===== src/rtl/traffic_pkg.sv =====
// traffic_pkg: definitions shared by the junction phase scheduler and its
// winner-selection logic.
//   - light codes driven per approach onto light_out
//   - scheduler state encoding
//   - width of the per-approach priority / emergency nibbles
package traffic_pkg;

  localparam int NIB_W = 4;

  localparam logic [1:0] LIGHT_RED = 2'b00;
  localparam logic [1:0] LIGHT_YEL = 2'b01;
  localparam logic [1:0] LIGHT_GRN = 2'b10;

  typedef enum logic [1:0] {
    S_IDLE   = 2'd0,
    S_GREEN  = 2'd1,
    S_YELLOW = 2'd2,
    S_ALLRED = 2'd3
  } state_e;

endpackage


===== src/rtl/phase_select.sv =====
// phase_select: purely combinational choice of the next approach to receive
// green.
//   pending    - per-approach demand (req or nonzero emergency level)
//   prio       - priority nibble per approach
//   emerg      - emergency level nibble per approach
//   last_grant - approach granted most recently (round-robin anchor)
//   winner     - selected approach index
//   found      - at least one approach is pending
//   is_emerg   - the winner was chosen on emergency level
module phase_select
  import traffic_pkg::*;
#(
  parameter int N_APP = 4,
  parameter int IW    = $clog2(N_APP)
) (
  input  logic [N_APP-1:0]       pending,
  input  logic [NIB_W*N_APP-1:0] prio,
  input  logic [NIB_W*N_APP-1:0] emerg,
  input  logic [IW-1:0]          last_grant,
  output logic [IW-1:0]          winner,
  output logic                   found,
  output logic                   is_emerg
);

  logic [NIB_W-1:0] best_e;
  logic [NIB_W-1:0] best_p;
  logic             rr_found;
  int unsigned      cand;

  // NOTE: every variable assigned here gets a default first so no path
  // leaves it holding its old value, which would infer a latch.
  always_comb begin
    winner   = '0;
    is_emerg = 1'b0;
    best_e   = '0;
    best_p   = '0;
    rr_found = 1'b0;
    cand     = 0;

    // Emergencies: strict '>' scanning upward keeps the lowest index on ties.
    for (int i = 0; i < N_APP; i++) begin
      if (emerg[i*NIB_W +: NIB_W] > best_e) begin
        best_e   = emerg[i*NIB_W +: NIB_W];
        winner   = IW'(i);
        is_emerg = 1'b1;
      end
    end

    // Normal demand: scan in round-robin order from last_grant+1 so the
    // strict '>' hands ties to the approach closest after the last grant.
    if (!is_emerg) begin
      for (int k = 0; k < N_APP; k++) begin
        cand = (int'(last_grant) + 1 + k) % N_APP;
        if (pending[cand] && (!rr_found || prio[cand*NIB_W +: NIB_W] > best_p)) begin
          best_p   = prio[cand*NIB_W +: NIB_W];
          winner   = IW'(cand);
          rr_found = 1'b1;
        end
      end
    end

    found = |pending;
  end

endmodule


===== src/rtl/junction_phase_scheduler.sv =====
// junction_phase_scheduler: sequences the four approaches of one junction
// through GREEN -> YELLOW -> ALLRED, choosing each green by emergency level,
// then priority, then round-robin.
//   clk, rst     - rising-edge clock, synchronous active-high reset
//   req          - vehicle demand per approach
//   prio, emerg  - priority / emergency nibble per approach
//   light_out    - 2-bit light code per approach (registered)
//   grant_idx    - approach holding the phase
//   phase_valid  - high in GREEN and YELLOW
//   emerg_active - current grant was won on emergency level
//   timer        - cycles spent in the current state
module junction_phase_scheduler
  import traffic_pkg::*;
#(
  parameter int N_APP     = 4,
  parameter int MIN_GREEN = 8,
  parameter int MAX_GREEN = 32,
  parameter int YELLOW    = 4,
  parameter int ALL_RED   = 2,
  parameter int CW        = 8,
  parameter int IW        = $clog2(N_APP)
) (
  input  logic                   clk,
  input  logic                   rst,
  input  logic [N_APP-1:0]       req,
  input  logic [NIB_W*N_APP-1:0] prio,
  input  logic [NIB_W*N_APP-1:0] emerg,
  output logic [2*N_APP-1:0]     light_out,
  output logic [IW-1:0]          grant_idx,
  output logic                   phase_valid,
  output logic                   emerg_active,
  output logic [CW-1:0]          timer
);

  state_e             state_q, state_d;
  logic [CW-1:0]      timer_q, timer_d;
  logic [IW-1:0]      grant_q, grant_d;
  logic [IW-1:0]      last_q, last_d;
  logic [2*N_APP-1:0] light_q, light_d;
  logic               pv_q, pv_d;
  logic               ea_q, ea_d;

  logic [N_APP-1:0]   pending;
  logic [IW-1:0]      winner;
  logic               found;
  logic               win_emerg;
  logic               others_pending;
  logic               preempt;
  logic [NIB_W-1:0]   grant_emerg;
  logic [CW-1:0]      timer_inc;

  always_comb begin
    grant_emerg    = emerg[int'(grant_q)*NIB_W +: NIB_W];
    pending        = '0;
    others_pending = 1'b0;
    preempt        = 1'b0;
    for (int j = 0; j < N_APP; j++) begin
      pending[j] = req[j] || (emerg[j*NIB_W +: NIB_W] != '0);
      if (IW'(j) != grant_q) begin
        others_pending = others_pending || pending[j];
        preempt        = preempt || (emerg[j*NIB_W +: NIB_W] > grant_emerg);
      end
    end
  end

  phase_select #(.N_APP(N_APP), .IW(IW)) u_select (
    .pending    (pending),
    .prio       (prio),
    .emerg      (emerg),
    .last_grant (last_q),
    .winner     (winner),
    .found      (found),
    .is_emerg   (win_emerg)
  );

  assign timer_inc = timer_q + 1'b1;

  always_comb begin
    state_d = state_q;
    grant_d = grant_q;
    last_d  = last_q;
    ea_d    = ea_q;

    case (state_q)
      S_IDLE: begin
        if (found) begin
          state_d = S_GREEN;
          grant_d = winner;
          last_d  = winner;
          ea_d    = win_emerg;
        end
      end
      S_GREEN: begin
        // Emergency preemption ignores MIN_GREEN; MAX_GREEN overrides the
        // grant's own emergency. All three collapse into one transition.
        if (preempt ||
            (timer_inc >= CW'(MIN_GREEN) && others_pending && grant_emerg == '0) ||
            (timer_inc >= CW'(MAX_GREEN) && others_pending)) begin
          state_d = S_YELLOW;
        end
      end
      S_YELLOW: begin
        if (timer_inc >= CW'(YELLOW)) begin
          state_d = S_ALLRED;
          ea_d    = 1'b0;
        end
      end
      S_ALLRED: begin
        if (timer_inc >= CW'(ALL_RED)) begin
          if (found) begin
            state_d = S_GREEN;
            grant_d = winner;
            last_d  = winner;
            ea_d    = win_emerg;
          end else begin
            state_d = S_IDLE;
          end
        end
      end
      default: state_d = S_IDLE;
    endcase

    // Saturating at MAX_GREEN also keeps a long IDLE from wrapping.
    if (state_d != state_q)
      timer_d = '0;
    else if (timer_q < CW'(MAX_GREEN))
      timer_d = timer_inc;
    else
      timer_d = timer_q;

    // Lights are decoded from the next state so they change on the same
    // edge as the state register.
    light_d = '0;
    for (int i = 0; i < N_APP; i++) begin
      if (IW'(i) == grant_d) begin
        if (state_d == S_GREEN)
          light_d[2*i +: 2] = LIGHT_GRN;
        else if (state_d == S_YELLOW)
          light_d[2*i +: 2] = LIGHT_YEL;
        else
          light_d[2*i +: 2] = LIGHT_RED;
      end
    end
    pv_d = (state_d == S_GREEN) || (state_d == S_YELLOW);
  end

  // NOTE: state registers use non-blocking assignments so every register
  // samples the pre-edge value of every other, independent of block order.
  always_ff @(posedge clk) begin
    if (rst) begin
      state_q <= S_IDLE;
      timer_q <= '0;
      grant_q <= '0;
      last_q  <= IW'(N_APP - 1);
      light_q <= '0;
      pv_q    <= 1'b0;
      ea_q    <= 1'b0;
    end else begin
      state_q <= state_d;
      timer_q <= timer_d;
      grant_q <= grant_d;
      last_q  <= last_d;
      light_q <= light_d;
      pv_q    <= pv_d;
      ea_q    <= ea_d;
    end
  end

  assign light_out    = light_q;
  assign grant_idx    = grant_q;
  assign phase_valid  = pv_q;
  assign emerg_active = ea_q;
  assign timer        = timer_q;

endmodule


===== config.mk =====
export PLATFORM = sky130hd
export DESIGN_NAME = junction_phase_scheduler
export DESIGN_NICKNAME = d
export VERILOG_FILES = /design/src/rtl/traffic_pkg.sv /design/src/rtl/phase_select.sv /design/src/rtl/junction_phase_scheduler.sv
export SDC_FILE = /design/constraint.sdc
export NUM_CORES = 1
export LEC_CHECK = 0
export ABC_CLOCK_PERIOD_IN_PS = 25300
export CORE_ASPECT_RATIO = 0.9
export CORE_MARGIN = 3
export CORE_UTILIZATION = 55
export DETAILED_ROUTE_END_ITERATION = 7
export PLACE_DENSITY = 0.81
export SLEW_MARGIN = 10
export SYNTH_ARGS = -nofsm -noshare
export SYNTH_HDL_FRONTEND = slang
export SYNTH_HIERARCHICAL = 1
export SYNTH_SLANG_ARGS = --single-unit

===== constraint.sdc =====
create_clock -name clk -period 25.3 [get_ports clk]
set_input_delay 7.59 -clock clk [delete_from_list [all_inputs] [get_ports clk]]
set_output_delay 7.59 -clock clk [all_outputs]
set_load 0.05 [all_outputs]

==> results of run 1 <==
[cell usage in the layout, fill, tap and decap left out, drive strengths merged, types with 2 or more instances in the layout]
master         Yosys  routed
a211o              4       4
a211oi            12      12
a21o               5       5
a21oi             37      37
a221oi             3       3
a31oi              7       7
and2               5       5
and3              11      11
and4               4       4
buf               13       2
clkbuf             9       3
clkdlybuf4s50      0      57
dfxtp             24      24
ha                48      48
inv               35      35
mux2              15      15
mux2i             23      23
mux4               5       5
nand2             39      39
nand2b             3       3
nand3              9       9
nand3b             2       2
nand4              4       4
nand4b             2       2
nor2              41      41
nor2b             15      15
nor3              16      16
nor3b              3       3
nor4               2       2
o211ai            15      15
o21a               3       3
o21ai             23      23
o21bai             3       3
o221ai             3       3
o22ai              4       4
o32ai              3       3
or3                3       3
or4                2       2
xnor2              3       3
xor2               3       3
[layer usage]
| metal | up-vias | GRT usage, % |
|---|---|---|
| met5 | - | 0 |
| met4 | 0 | 6.208 |
| met3 | 13 | 3.246 |
| met2 | 151 | 41.44 |
| met1 | 1780 | 34.70 |
| li1 | 1871 | - |
[through the flow]
| stage | hold WS (ps) | worst slack [ps] | std cells |
|---|---|---|---|
| floorplan | 533.5 | 10990 | 478 |
| global placement | 482.0 | 9828 | 602 |
| detailed placement | 512.8 | 9507 | 602 |
| CTS | 528.9 | 9805 | 606 |
| global route | 584.8 | 9112 | 606 |
| finish | 530.6 | 9709 | 606 |
[power breakdown]
part	internal, mW	total, mW	leakage [nW]	switching [mW]
logic	0.142	0.335	1.66	0.193
registers	0.0444	0.0526	0.196	0.00819
clock network	0.0212	0.0344	0.0357	0.0132
total	0.207	0.422	1.89	0.215
[registers in the layout (all words and copies together) (netlist names)]
signal	flops
state_q	2
phase_valid	1
grant_idx	2
light_out	8
last_q	2
timer	8
emerg_active	1
[final timing paths]
check | start | slack [ps] | end | depth (start not counted)
setup / recovery | emerg[7] | 9710 | light_out[3]$_SDFF_PP0_ | 31
hold reg to reg | timer[6]$_SDFFE_PP0N_ | 530 | timer[6]$_SDFFE_PP0N_ | 2
hold / removal | timer[6]$_SDFFE_PP0N_ | 530 | timer[6]$_SDFFE_PP0N_ | 2
setup reg to reg | last_q[0]$_SDFFE_PP1P_ | 17580 | light_out[3]$_SDFF_PP0_ | 29
[kinds of logic after synthesis]
group | count (synthesis)
buffers and inverters | 57
adders and majority gates | 48
muxes | 43
DFF | 24
AOI/OAI and AO/OA | 136
xor gates and xnor gates | 6
and+or+nand+nor | 164
[worst max-delay path, delay by kind of cell]
family,cells,cell delay [ps]
AOI/OAI and AO/OA,13,3480
adders and majority gates,3,810
buffers and inverters,2,620
muxes,3,1230
and+or+nand+nor,10,2050
[cell type report]
class                      count  share of cell area [%]
sequential                    24                   11.01
clock buffer                   3                  0.9464
tap                           87                   2.495
timing repair buffer          59                   13.42
inverter                      35                   3.011
multi-input combinational    397                   68.43
clock inverter                 1                  0.6883
==> report_table.html, run 1 <==
<table>
<tr><th>Metric</th><th>Value</th></tr>
<tr><th colspan="2">Run status</th></tr>
<tr><td>Result of the run</td><td>completed</td></tr>
<tr><th colspan="2">Finish</th></tr>
<tr><td>Net count reported at finish</td><td>slightly above 600</td></tr>
<tr><td>Final std cell area, no fill</td><td>around 4400 um^2</td></tr>
<tr><td>End-of-flow core utilization</td><td>between 60% and 70%</td></tr>
<tr><td>Syn-to-layout area delta</td><td>17.57%</td></tr>
<tr><td>Area of combinational cells with multiple inputs</td><td>between 2000 and 3000 um^2</td></tr>
<tr><td>Number of filler cells placed in the layout</td><td>approximately 520</td></tr>
<tr><td>Fraction of final layout cells sized beyond drive strength 1</td><td>7.514%</td></tr>
<tr><td>FF+latch area</td><td>480.5 um^2</td></tr>
<tr><td>Diodes inserted</td><td>0</td></tr>
<tr><th colspan="2">Timing</th></tr>
<tr><td>Fmax</td><td>approximately 64 MHz</td></tr>
<tr><td>Worst slew margin relative to its limit</td><td>around 45%</td></tr>
<tr><td>Setup Viol. Count Final</td><td>0</td></tr>
<tr><td>Final worst path period share</td><td>61.62%</td></tr>
<tr><td>Clock skew after layout</td><td>~3.3 ps</td></tr>
<tr><td>Setup_tns</td><td>0 ps</td></tr>
<tr><td>Max-slew violation count</td><td>0</td></tr>
<tr><td>Final hold violation count</td><td>0</td></tr>
<tr><td>Post-route minimum period</td><td>15590 ps</td></tr>
<tr><td>RSZ-0062 raised after global routing</td><td>no</td></tr>
<tr><td>Measured slew at the worst slew-check pin</td><td>822.4 ps</td></tr>
<tr><th colspan="2">Logic synthesis</th></tr>
<tr><td>Fraction of the mapped netlist area in compound gates</td><td>25.99%</td></tr>
<tr><td>Share of synthesized registers carrying an async set or reset</td><td>0%</td></tr>
<tr><td>Primary FF master, synth</td><td>sky130_fd_sc_hd__dfxtp_1</td></tr>
<tr><td>Cell taking the most area after synthesis</td><td>sky130_fd_sc_hd__ha_1</td></tr>
<tr><td>Nets in the synthesized netlist</td><td>approximately 560</td></tr>
<tr><td>Xor/xnor share of the synthesized area</td><td>roughly 1.4%</td></tr>
<tr><td>Combinational family with the most area after synthesis</td><td>compound AO/OA/AOI/OAI gates</td></tr>
<tr><td>Flops &amp; latches, synth</td><td>24</td></tr>
<tr><td>Top-count cell post-synth</td><td>sky130_fd_sc_hd__ha_1</td></tr>
<tr><td>Yosys warning count</td><td>6</td></tr>
<tr><td>Adder and majority gate portion of the synthesized area</td><td>around 16%</td></tr>
<tr><td>Mux share of post-synthesis cell area</td><td>roughly 14%</td></tr>
<tr><td>Proportion of synthesized chip area in sequential cells</td><td>12.95%</td></tr>
<tr><td>Area share of the largest cell type after synthesis</td><td>between 10% and 20%</td></tr>
<tr><td>Most numerous cell types in the synthesized netlist</td><td>48 x sky130_fd_sc_hd__ha_1, 39 x sky130_fd_sc_hd__nand2_1, 39 x sky130_fd_sc_hd__nor2_1</td></tr>
<tr><td>Dominant cells by area after synthesis</td><td>sky130_fd_sc_hd__ha_1 16%, sky130_fd_sc_hd__dfxtp_1 13%, sky130_fd_sc_hd__mux2i_1 6.2%, sky130_fd_sc_hd__a21oi_1 5.0%, sky130_fd_sc_hd__nand2_1 3.9%</td></tr>
<tr><td>Synthesized netlist cell count</td><td>478</td></tr>
<tr><td>Area share of and/or/nand/nor cells after synthesis</td><td>~23%</td></tr>
<tr><td>Distinct cell type count after synthesis</td><td>between 70 and 80</td></tr>
<tr><td>Mapped Avg Cell Area</td><td>7.764 um^2</td></tr>
<tr><td>Number of flops mapped to enable cells by yosys</td><td>0</td></tr>
<tr><td>Synthesized area</td><td>~3700 um^2</td></tr>
<tr><th colspan="2">Worst hold path</th></tr>
<tr><td>Worst hold path type</td><td>flop to flop</td></tr>
<tr><th colspan="2">Clocking</th></tr>
<tr><td>Number of buffers between clock root and the deepest sink</td><td>2</td></tr>
<tr><td>TritonCTS buffer count</td><td>3</td></tr>
<tr><td>Cell at the root of the clock tree</td><td>sky130_fd_sc_hd__clkbuf_8</td></tr>
<tr><td>Resized Gates After CTS</td><td>0</td></tr>
<tr><td>Buffers inserted by post-CTS timing repair</td><td>0</td></tr>
<tr><td>CTS tree</td><td>built</td></tr>
<tr><td>Number of clock sinks</td><td>24</td></tr>
<tr><td>Clock-pin transition on the worst setup and hold timing paths</td><td>~90 ps</td></tr>
<tr><td>Count of H-tree levels built during CTS</td><td>1</td></tr>
<tr><td>Worst-skew pair later-pin latency</td><td>280 ps</td></tr>
<tr><td>Number of hold-repair buffers added at the cts stage</td><td>0</td></tr>
<tr><th colspan="2">Place</th></tr>
<tr><td>Placed cell area</td><td>around 4300 um^2</td></tr>
<tr><td>HPWL after DPL</td><td>7543 um</td></tr>
<tr><td>Final weighted congestion in routability-driven placement</td><td>roughly 0.96</td></tr>
<tr><td>Number of buffers inserted by port buffering</td><td>57</td></tr>
<tr><th colspan="2">Critical path</th></tr>
<tr><td>Largest driver fanout on the critical path</td><td>9</td></tr>
<tr><td>Path type of the worst setup path</td><td>input port to flop</td></tr>
<tr><td>Type of element launching the critical path</td><td>input port</td></tr>
<tr><td>Worst-path cell with the longest stage delay</td><td>sky130_fd_sc_hd__a2111oi_4</td></tr>
<tr><td>Critical path's most frequent cell</td><td>sky130_fd_sc_hd__o211ai_1</td></tr>
<tr><td>Kind of end point of the critical path</td><td>flop</td></tr>
<tr><td>Data required time of the critical path</td><td>~26000 ps</td></tr>
<tr><td>Critical Path Max Stage Delay</td><td>720 ps</td></tr>
<tr><td>Critical path arrival</td><td>15790 ps</td></tr>
<tr><th colspan="2">Power and ir drop</th></tr>
<tr><td>Total power divided by cell area</td><td>just under 100 nW/um^2</td></tr>
<tr><td>Cell leakage power</td><td>between 1.5 and 2 nW</td></tr>
<tr><td>Peak supply drop</td><td>about 0.000043 V</td></tr>
<tr><td>Sum of internal, switching and leakage power</td><td>about 0.42 mW</td></tr>
<tr><th colspan="2">GRT</th></tr>
<tr><td>Leftover overflow at the end of global routing</td><td>0</td></tr>
<tr><td>Via count of the first global-routing pass</td><td>around 3.6k</td></tr>
<tr><td>Wire length of the first global-routing pass</td><td>about 17000 um</td></tr>
<tr><td>Initial antenna violation count</td><td>0</td></tr>
<tr><td>Largest net degree at the start of global routing</td><td>39</td></tr>
<tr><td>Tot GR Track Use</td><td>25.19%</td></tr>
<tr><th colspan="2">Job</th></tr>
<tr><td>Max-cap check violation count</td><td>0</td></tr>
<tr><th colspan="2">Detailed routing</th></tr>
<tr><td>WL met1</td><td>about 4400 um</td></tr>
<tr><td>ANT nets after route</td><td>0</td></tr>
<tr><td>Remaining routing DRC violations</td><td>0</td></tr>
<tr><td>Vias post-DR</td><td>around 3.8k</td></tr>
<tr><td>Highest routing layer actually used</td><td>met4</td></tr>
<tr><td>Total met2 wirelength after detailed routing</td><td>between 4000 and 5000 um</td></tr>
<tr><td>Sum of met3 wire segment lengths after detailed routing</td><td>642 um</td></tr>
<tr><td>Iteration count of the initial detailed-routing pass</td><td>5</td></tr>
<tr><td>Detailed-route wire length</td><td>slightly below 10000 um</td></tr>
<tr><td>Routed wire per std cell</td><td>between 15 and 20 um</td></tr>
<tr><td>Post-detailed-route via-to-cell ratio</td><td>6.295</td></tr>
<tr><td>Initial detailed-routing violation count</td><td>a little over 300</td></tr>
<tr><th colspan="2">Die</th></tr>
<tr><td>Starting utilization of the core area</td><td>between 50% and 60%</td></tr>
<tr><td>Placeable core area</td><td>roughly 6300 um^2</td></tr>
<tr><td>Die width</td><td>around 93 um</td></tr>
<tr><td>Chip Height</td><td>around 84 um</td></tr>
<tr><td>Die area</td><td>between 7000 and 8000 um^2</td></tr>
<tr><td>I/O pin total</td><td>58</td></tr>
<tr><td>Num rows</td><td>27</td></tr>
</table>
No activity file was read; power rests on OpenSTA's default activity.
==> run 2, diff against run 1 <==
--- a/config.mk
+++ b/config.mk
@@ -5,7 +5,7 @@
 export SDC_FILE = /design/constraint.sdc
 export NUM_CORES = 1
 export LEC_CHECK = 0
-export ABC_CLOCK_PERIOD_IN_PS = 25300
+export ABC_CLOCK_PERIOD_IN_PS = 14400
 export CORE_ASPECT_RATIO = 0.9
 export CORE_MARGIN = 3
 export CORE_UTILIZATION = 55
==> constraint.sdc (replaced) <==
create_clock -name clk -period 14.4 [get_ports clk]
set_input_delay 4.32 -clock clk [delete_from_list [all_inputs] [get_ports clk]]
set_output_delay 4.32 -clock clk [all_outputs]
set_load 0.05 [all_outputs]
==> run 2 against run 1 <==
  * Sequential share of layout area stayed put
  * Combinational power grew 77%
  * Clock power grew 77%
  * Die area did not move
  * Largest power group unchanged
  * Largest cell class unchanged
  * Critical path depth is 1 higher
  * Register-to-register slack worse by 11000 ps
  * Non-clock buffer count unchanged
  * Critical endpoint is now light_out[7]$_SDFF_PP0_
  * Total power up 77%
==> report_table.html, run 2 (synthesized netlist as in run 1, its figures left out) <==
<table>
<tr><th>Metric</th><th>Value</th></tr>
<tr><th colspan="2">Timing</th></tr>
<tr><td>Max-slew violation count</td><td>0 (unchanged)</td></tr>
<tr><td>Fmax</td><td>slightly above 80 MHz</td></tr>
<tr><td>Setup_tns</td><td>0 ps (unchanged)</td></tr>
<tr><td>Final hold violation count</td><td>0 (unchanged)</td></tr>
<tr><td>Setup slack after layout</td><td>2056 ps (-7653 ps)</td></tr>
<tr><td>Final worst path period share</td><td>85.72%</td></tr>
<tr><td>Measured slew at the worst slew-check pin</td><td>808.9 ps (-13.49 ps)</td></tr>
<tr><td>Post-route minimum period</td><td>12340 ps</td></tr>
<tr><td>Setup Viol. Count Final</td><td>0 (unchanged)</td></tr>
<tr><td>Worst slew margin relative to its limit</td><td>45.75% (+0.90 points)</td></tr>
<tr><td>Clock skew after layout</td><td>6.383 ps (+3.057 ps)</td></tr>
<tr><td>RSZ-0062 raised after global routing</td><td>no</td></tr>
<tr><th colspan="2">Detailed routing</th></tr>
<tr><td>Detailed-route wire length</td><td>9718 um (+0.74%)</td></tr>
<tr><td>Routed wire per std cell</td><td>16.04 um (+0.74%)</td></tr>
<tr><td>Iteration count of the initial detailed-routing pass</td><td>5 (unchanged)</td></tr>
<tr><td>Remaining routing DRC violations</td><td>0 (unchanged)</td></tr>
<tr><td>Vias post-DR</td><td>3855 (+1.0%)</td></tr>
<tr><td>Post-detailed-route via-to-cell ratio</td><td>6.361 (+1.0%)</td></tr>
<tr><td>ANT nets after route</td><td>0 (unchanged)</td></tr>
<tr><td>Initial detailed-routing violation count</td><td>407 (+32%)</td></tr>
<tr><th colspan="2">Finish</th></tr>
<tr><td>Syn-to-layout area delta</td><td>17.57% (unchanged)</td></tr>
<tr><td>Fraction of final layout cells sized beyond drive strength 1</td><td>7.514% (unchanged)</td></tr>
<tr><td>Most common library cell in the layout ignoring fill and taps</td><td>sky130_fd_sc_hd__clkdlybuf4s50_1</td></tr>
<tr><td>Commonest cells after routing, fill and taps aside</td><td>57 x sky130_fd_sc_hd__clkdlybuf4s50_1, 48 x sky130_fd_sc_hd__ha_1, 39 x sky130_fd_sc_hd__nand2_1, 39 x sky130_fd_sc_hd__nor2_1, 37 x sky130_fd_sc_hd__a21oi_1</td></tr>
<tr><td>Net count reported at finish</td><td>606 (unchanged)</td></tr>
<tr><td>Final std cell area, no fill</td><td>4363 um^2 (unchanged)</td></tr>
<tr><td>Diodes inserted</td><td>0 (unchanged)</td></tr>
<tr><td>End-of-flow core utilization</td><td>69.06% (unchanged)</td></tr>
<tr><th colspan="2">Die</th></tr>
<tr><td>Chip Height</td><td>83.93 um (unchanged)</td></tr>
<tr><td>Starting utilization of the core area</td><td>58.74% (unchanged)</td></tr>
<tr><td>Die width</td><td>92.59 um (unchanged)</td></tr>
<tr><td>Placeable core area</td><td>6317 um^2 (unchanged)</td></tr>
<tr><td>Die area</td><td>7770 um^2 (unchanged)</td></tr>
<tr><td>I/O pin total</td><td>58 (unchanged)</td></tr>
<tr><td>Num rows</td><td>27 (unchanged)</td></tr>
<tr><th colspan="2">Critical path</th></tr>
<tr><td>Data required time of the critical path</td><td>14630 ps (-10870 ps)</td></tr>
<tr><td>Critical Path Max Stage Delay</td><td>710 ps (about the same)</td></tr>
<tr><td>Kind of end point of the critical path</td><td>flop</td></tr>
<tr><td>Kind of cell adding the most delay to the critical path</td><td>compound AO/OA/AOI/OAI gates</td></tr>
<tr><td>Largest driver fanout on the critical path</td><td>9 (unchanged)</td></tr>
<tr><td>Critical path arrival</td><td>12570 ps (-3220 ps)</td></tr>
<tr><td>Path type of the worst setup path</td><td>input port to flop</td></tr>
<tr><td>Buffers &amp; Inverters on Critical Path</td><td>3 (+1)</td></tr>
<tr><td>Reg2reg setup slack</td><td>6660 ps (-10920 ps)</td></tr>
<tr><td>Type of element launching the critical path</td><td>input port</td></tr>
<tr><td>Worst-path cell with the longest stage delay</td><td>sky130_fd_sc_hd__a2111oi_4</td></tr>
<tr><th colspan="2">Place</th></tr>
<tr><td>Setup Slack @ Placement</td><td>1876 ps (-7631 ps)</td></tr>
<tr><td>Final weighted congestion in routability-driven placement</td><td>0.9641 (unchanged)</td></tr>
<tr><td>Number of buffers inserted by port buffering</td><td>57 (unchanged)</td></tr>
<tr><td>HPWL after DPL</td><td>7651 um (+1.4%)</td></tr>
<tr><td>Placed cell area</td><td>4292 um^2 (unchanged)</td></tr>
<tr><th colspan="2">Worst hold path</th></tr>
<tr><td>Worst hold path type</td><td>flop to flop</td></tr>
<tr><th colspan="2">Clocking</th></tr>
<tr><td>Resized Gates After CTS</td><td>0 (unchanged)</td></tr>
<tr><td>Worst-skew pair later-pin latency</td><td>280 ps (about the same)</td></tr>
<tr><td>Clock-pin transition on the worst setup and hold timing paths</td><td>90 ps (about the same)</td></tr>
<tr><td>Number of clock sinks</td><td>24 (unchanged)</td></tr>
<tr><td>Buffers inserted by post-CTS timing repair</td><td>0 (unchanged)</td></tr>
<tr><td>Count of H-tree levels built during CTS</td><td>1 (unchanged)</td></tr>
<tr><td>Number of buffers between clock root and the deepest sink</td><td>2 (unchanged)</td></tr>
<tr><td>Cell at the root of the clock tree</td><td>sky130_fd_sc_hd__clkbuf_8</td></tr>
<tr><td>CTS tree</td><td>built</td></tr>
<tr><td>TritonCTS buffer count</td><td>3 (unchanged)</td></tr>
<tr><td>Number of hold-repair buffers added at the cts stage</td><td>0 (unchanged)</td></tr>
<tr><th colspan="2">GRT</th></tr>
<tr><td>Initial antenna violation count</td><td>0 (unchanged)</td></tr>
<tr><td>Via count of the first global-routing pass</td><td>3716 (+2.9%)</td></tr>
<tr><td>Wire length of the first global-routing pass</td><td>16550 um (-0.37%)</td></tr>
<tr><td>Leftover overflow at the end of global routing</td><td>0 (unchanged)</td></tr>
<tr><td>Tot GR Track Use</td><td>25.23% (+0.042 points)</td></tr>
<tr><td>Largest net degree at the start of global routing</td><td>39 (unchanged)</td></tr>
<tr><th colspan="2">Power and ir drop</th></tr>
<tr><td>Cell leakage power</td><td>1.894 nW (unchanged)</td></tr>
<tr><td>Peak supply drop</td><td>0.00007802 V (+82%)</td></tr>
<tr><td>Total power divided by cell area</td><td>170.9 nW/um^2 (+77%)</td></tr>
<tr><th colspan="2">Job</th></tr>
<tr><td>Max-cap check violation count</td><td>0 (unchanged)</td></tr>
<tr><th colspan="2">Run status</th></tr>
<tr><td>Result of the run</td><td>completed</td></tr>
</table>
## run 2: cell counts in the layout (fill, tap and decap cells not counted)
Identical to the previous run, type by type.
## run 2: worst paths after layout
check                                                 end  depth (start not counted)                      start
worst min register to register  emerg_active$_SDFFE_PP0P_                          2  emerg_active$_SDFFE_PP0P_
worst max-delay path              light_out[7]$_SDFF_PP0_                         32                   emerg[7]
worst max register to register    light_out[7]$_SDFF_PP0_                         30     last_q[1]$_SDFFE_PP1P_
worst min-delay path            emerg_active$_SDFFE_PP0P_                          2  emerg_active$_SDFFE_PP0P_
## run 2: layout make-up
class | instances | area (um^2)
clock buffer | 3 | 41.29
clock inverter | 1 | 30.03
fill | 518 | 1954
inverter | 35 | 131.4
multi-input combinational | 397 | 2985
sequential | 24 | 480.5
tap | 87 | 108.9
timing repair buffer | 59 | 585.6
## run 2: power by group
part	internal, mW	total (mW)	switching, mW	leakage (nW)
registers	0.0780	0.0926	0.0146	0.196
clock network	0.0372	0.0610	0.0237	0.0357
logic	0.249	0.592	0.343	1.66
total	0.365	0.746	0.381	1.89
## run 2: tightest hold or removal path, stage by stage, from the launching register on
cell and delay (ps):
sky130_fd_sc_hd__dfxtp_1 340, sky130_fd_sc_hd__mux2i_1 70, sky130_fd_sc_hd__nor2_1 70
## run 2: metrics by stage
| stage | cells | hold slack [ps] | power (mW) |
|---|---|---|---|
| finish | 606 | 501.4 | 0.7456 |
| global route | 606 | 566.9 | 0.8179 |
| CTS | 606 | 511.8 | 0.7354 |
| detailed placement | 602 | 491.1 | 0.6720 |
| global placement | 602 | 481.8 | 0.6522 |
| floorplan | 478 | 533.5 | 0.5435 |
## run 2: routing by layer
metal / track usage [%] / vias to the layer above / part of all wire [%] / wire length [um]
met5: 0 / - / 0 / 0
met4: 10.39 / 0 / 2.3 / 225
met3: 3.968 / 25 / 7.1 / 694
met2: 40.84 / 171 / 46 / 4437
met1: 33.17 / 1789 / 45 / 4361
li1: - / 1870 / - / -
